$ cat src/rtl/logic_unit_pipe.sv
// Pipelined RV32I/Zbb logical unit (XOR/OR/AND plus XNOR/ORN/ANDN) with valid/ready, tag and flush.
// The operation is evaluated into stage 1; later stages only carry {valid, result, tag, illegal} toward writeback.
module logic_unit_pipe #(
   parameter int XLEN   = 32,
   parameter int STAGES = 2,
   parameter int TAG_W  = 5
) (
   input  logic             clk,
   input  logic             rst,
   input  logic             flush,
   input  logic             in_valid,
   output logic             in_ready,
   input  logic [XLEN-1:0]  in_x,
   input  logic [XLEN-1:0]  in_y,
   input  logic [2:0]       in_funct3,
   input  logic             in_inv,
   input  logic [TAG_W-1:0] in_tag,
   output logic             out_valid,
   input  logic             out_ready,
   output logic [XLEN-1:0]  out_result,
   output logic [TAG_W-1:0] out_tag,
   output logic             out_illegal
);

   localparam logic [2:0] F3_XOR = 3'b100;
   localparam logic [2:0] F3_OR  = 3'b110;
   localparam logic [2:0] F3_AND = 3'b111;

   logic [STAGES-1:0]            stg_valid;
   logic [STAGES-1:0][XLEN-1:0]  stg_result;
   logic [STAGES-1:0][TAG_W-1:0] stg_tag;
   logic [STAGES-1:0]            stg_illegal;
   logic [STAGES-1:0]            stg_load;
   logic [STAGES-1:0]            stg_move;

   logic [XLEN-1:0] y_eff;
   logic [XLEN-1:0] calc_result;
   logic            calc_illegal;
   logic            accept;

   // Unsupported encodings yield a clean zero result so nothing downstream ever sees X.
   always_comb begin
      y_eff        = in_inv ? ~in_y : in_y;
      calc_result  = '0;
      calc_illegal = 1'b0;
      case (in_funct3)
         F3_XOR:  calc_result = in_x ^ y_eff;
         F3_OR:   calc_result = in_x | y_eff;
         F3_AND:  calc_result = in_x & y_eff;
         default: calc_illegal = 1'b1;
      endcase
   end

   // Ready ripples back from the consumer: a stage can load when empty or when its occupant leaves.
   always_comb begin
      stg_move = '0;
      stg_load = '0;
      stg_move[STAGES-1] = stg_valid[STAGES-1] && out_ready;
      stg_load[STAGES-1] = !stg_valid[STAGES-1] || stg_move[STAGES-1];
      for (int i = STAGES - 2; i >= 0; i--) begin
         stg_move[i] = stg_valid[i] && stg_load[i+1];
         stg_load[i] = !stg_valid[i] || stg_move[i];
      end
   end

   assign in_ready = !flush && stg_load[0];
   assign accept   = in_valid && in_ready;

   // Data registers only load alongside a valid entry so an idle output holds its last value.
   always_ff @(posedge clk) begin
      if (rst) begin
         stg_valid   <= '0;
         stg_result  <= '0;
         stg_tag     <= '0;
         stg_illegal <= '0;
      end else if (flush) begin
         stg_valid <= '0;
      end else begin
         if (stg_load[0]) begin
            stg_valid[0] <= accept;
            if (accept) begin
               stg_result[0]  <= calc_result;
               stg_tag[0]     <= in_tag;
               stg_illegal[0] <= calc_illegal;
            end
         end
         for (int i = 1; i < STAGES; i++) begin
            if (stg_load[i]) begin
               stg_valid[i] <= stg_valid[i-1];
               if (stg_valid[i-1]) begin
                  stg_result[i]  <= stg_result[i-1];
                  stg_tag[i]     <= stg_tag[i-1];
                  stg_illegal[i] <= stg_illegal[i-1];
               end
            end
         end
      end
   end

   assign out_valid   = stg_valid[STAGES-1];
   assign out_result  = stg_result[STAGES-1];
   assign out_tag     = stg_tag[STAGES-1];
   assign out_illegal = stg_illegal[STAGES-1];

endmodule

$ cat config.mk
export PLATFORM = sky130hd
export DESIGN_NAME = logic_unit_pipe
export DESIGN_NICKNAME = d
export VERILOG_FILES = /design/src/rtl/logic_unit_pipe.sv
export SDC_FILE = /design/constraint.sdc
export NUM_CORES = 1
export LEC_CHECK = 0
export BUFFER_PORTS_ARGS = -buffer_cell sky130_fd_sc_hd__buf_2
export CAP_MARGIN = 20
export CORE_MARGIN = 3
export CORE_UTILIZATION = 61
export CTS_BUF_LIST = sky130_fd_sc_hd__clkbuf_8
export DETAILED_ROUTE_END_ITERATION = 7
export GPL_TIMING_DRIVEN = 1
export PLACE_DENSITY = 0.89
export SYNTH_ARGS = -nofsm -noshare
export SYNTH_HDL_FRONTEND = slang
export SYNTH_SLANG_ARGS = --single-unit
$ cat constraint.sdc
create_clock -name clk -period 2.6 [get_ports clk]
set_input_delay 0.13 -clock clk [delete_from_list [all_inputs] [get_ports clk]]
set_output_delay 0.13 -clock clk [all_outputs]
set_load 0.05 [all_outputs]
==> impl_metrics.yaml <==
status:
  status: "completed"
sta:
  tns_ns: 0
  min_period_over_period: 0.699
  slew_viol_final: 0
  fin_hold_ws_ns: 0.0129
  tightest_slew_ns: 0.651
  hold_violations: 0
  setup_violations: 0
  finClkSkew_ns: 0.0138
  setup_slack_ns: 0.782
  maxSlewHeadroom: 0.566
  period_minus_slack_ns: 1.82
  fmax_mhz: 550
  grt_setup_unrepaired: "no"
finish:
  syn_to_final_growth_pct: 9.12
  final_nets: 846
  drive_gt1_frac: 0.214
  antenna_cells: 0
clocking:
  cts_setup_buffers: 0
  cts_tree: "yes"
  cts_hold_buffers: 0
  clk_latency_ns: 0.37
  clock_sinks: 78
  clk_pin_slew_ns: 0.09
  htree_levels: 3
  root_buffer: "clkbuf_8"
  clockBufferDepth: 2
  cts_buffers: 9
  cts_resized: 0
grt:
  grt_util_all_layers: 0.250
  grt_pass1_vias: 4373
  grt_overflow: 0
  grt_max_degree: 53
  antenna_found_initial: 0
  grt_pass1_wl_um: 20500
synthesis:
  syn_area_um2: 5390
  ys_async_sr_fraction: 0
  synth_cell_types: 28
  synth_edf_count: 0
  yosysSeqAreaShare: 0.290
  synth-seq-cells: 78
  syn_nets: 796
  synth_top_cell_by_area: "dfxtp_1"
  syn-instance-count: 654
  postSynthAreaPerCell_um2: 8.24
  synthFlopType: "dfxtp_1"
  synth_top_area_share: 0.290
  ys_warn_count: 0
  ys_top_cells_by_area: "dfxtp_1 29%, ha_1 15%, nand2b_1 7.9%"
die:
  die-height_um: 100
  ios: 118
  dieWidth_um: 100
  start_util: 0.643
  die_area_um2: 10000
  core_um2: 8380
  row_count: 33
critical_path:
  worstPathArrival_ns: 1.69
  path_max_fanout: 18
  critPathKind: "register to output port"
  start_kind: "register"
  end_kind: "output port"
  cp.required_ns: 2.47
power_and_ir_drop:
  leakagePower_nw: 2.73
  power.total_mw: 2.68
  power_density_nw_per_um2: 456
  irDropWorstVdd_mv: 0.206
route:
  first_pass_iters: 5
  num_vias: 4638
  wl_per_cell_um: 15.2
  drt-initial-drc-count: 248
  post-route-drc-count: 0
  ant_nets: 0
  routed_wl_um: 12400
  vias_per_cell: 5.70
hold_path:
  hp-class: "primary input to register"
placed_design:
  gp_congestion: 0.835
  hpwl_um: 8860
  place_ws_ns: 0.729
  portBuffers: 117
job:
  maxCapViolations: 0
[layout by cell type, fill, tap and decap left out]
cell and instances:
nor2b_2 1, and2b_1 1, xor2_1 32, and3b_1 1, inv_8 1, nor3_1 2, nor2_1 3, nor2_2 1
clkbuf_8 9, nand3_1 43, o32ai_1 16, o21ai_0 55, dfxtp_1 78, buf_8 1, inv_6 3, ha_1 64
buf_4 11, bufinv_16 1, inv_1 80, nand3b_2 2, clkinv_2 1, nand2_2 1, nor2_4 1, nand4b_2 1
clkinvlp_4 1, a32oi_1 32, nand2b_1 68, nor2b_1 17, a21oi_1 44, o31ai_1 16, buf_2 117, o21ai_1 4
a311oi_1 1
[where the power goes]
| part | switching, mW | internal (mW) |
|---|---|---|
| clock network | 0.506 | 0.459 |
| logic | 0.286 | 0.204 |
| registers | 0.0130 | 1.21 |
[area by class of cell]
type | instances | area [µm²]
fill | 663 | 2500
multi-input combinational | 406 | 3000
clock inverter | 7 | 80.1
inverter | 80 | 300
sequential | 78 | 1560
tap | 105 | 131
clock buffer | 9 | 124
timing repair buffer | 129 | 683
[worst max-delay path, stage by stage (launching register included)]
cell and delay [ns]:
dfxtp_1 0.41, and3b_1 0.61, nor2_1 0.07, buf_2 0.23
[state kept, by name, summed over array words and instances (netlist names)]
name         count
out_result      32
stg_result      32
out_tag          5
stg_tag          5
stg_illegal      2
stg_valid        2
[metal layers]
metal,global-route usage,up-vias,wire (µm)
met5,0,-,0
met3,0.0417,15,992
met2,0.384,180,5580
met1,0.360,2160,5590
met4,0.0767,0,208
li1,-,2283,-
[cells by family after synthesis]
group,count (synthesis),synth area share
AO/OA/AOI/OAI,168,0.198
XOR/XNOR,32,0.0520
adder cells (fa/ha/maj),64,0.149
buffers and inverters,170,0.154
flip-flops,78,0.290
AND/OR/NAND/NOR,142,0.158
[through the flow]
stage | std cells | cell area [µm²] | util
floorplan | 654 | 5390 | -
detailed placement | 797 | 5660 | 0.675
CTS | 813 | 5870 | 0.700
finish | 814 | 5880 | 0.702
global placement | 797 | 5660 | 0.675
global route | 814 | 5880 | 0.702
[cell usage after synthesis (2+ instances only)]
| library cell | n |
|---|---|
| ha_1 | 64 |
| buf_4 | 41 |
| o21ai_1 | 4 |
| o31ai_1 | 16 |
| dfxtp_1 | 78 |
| xor2_1 | 32 |
| nand3b_2 | 2 |
| nor3_1 | 2 |
| clkbuf_2 | 2 |
| inv_1 | 80 |
| buf_2 | 28 |
| a21oi_1 | 44 |
| clkbuf_1 | 17 |
| o21ai_0 | 55 |
| nand2b_1 | 68 |
| a32oi_1 | 32 |
| o32ai_1 | 16 |
| nor2_1 | 3 |
| buf_1 | 2 |
| nor2b_1 | 18 |
| nand3_1 | 43 |
[path summary, 6_finish.rpt]
path	cells past startpoint	slack, ns	startpoint	end
setup / recovery	3	0.78	stg_valid[0]	in_ready
hold / removal	2	0.01	flush	stg_valid[0]
setup reg to reg	3	0.97	stg_valid[0]	stg_result[26]
hold reg to reg	2	0.46	stg_illegal[0]	stg_illegal[1]
Note: power is estimated with default switching activity, not from simulation.
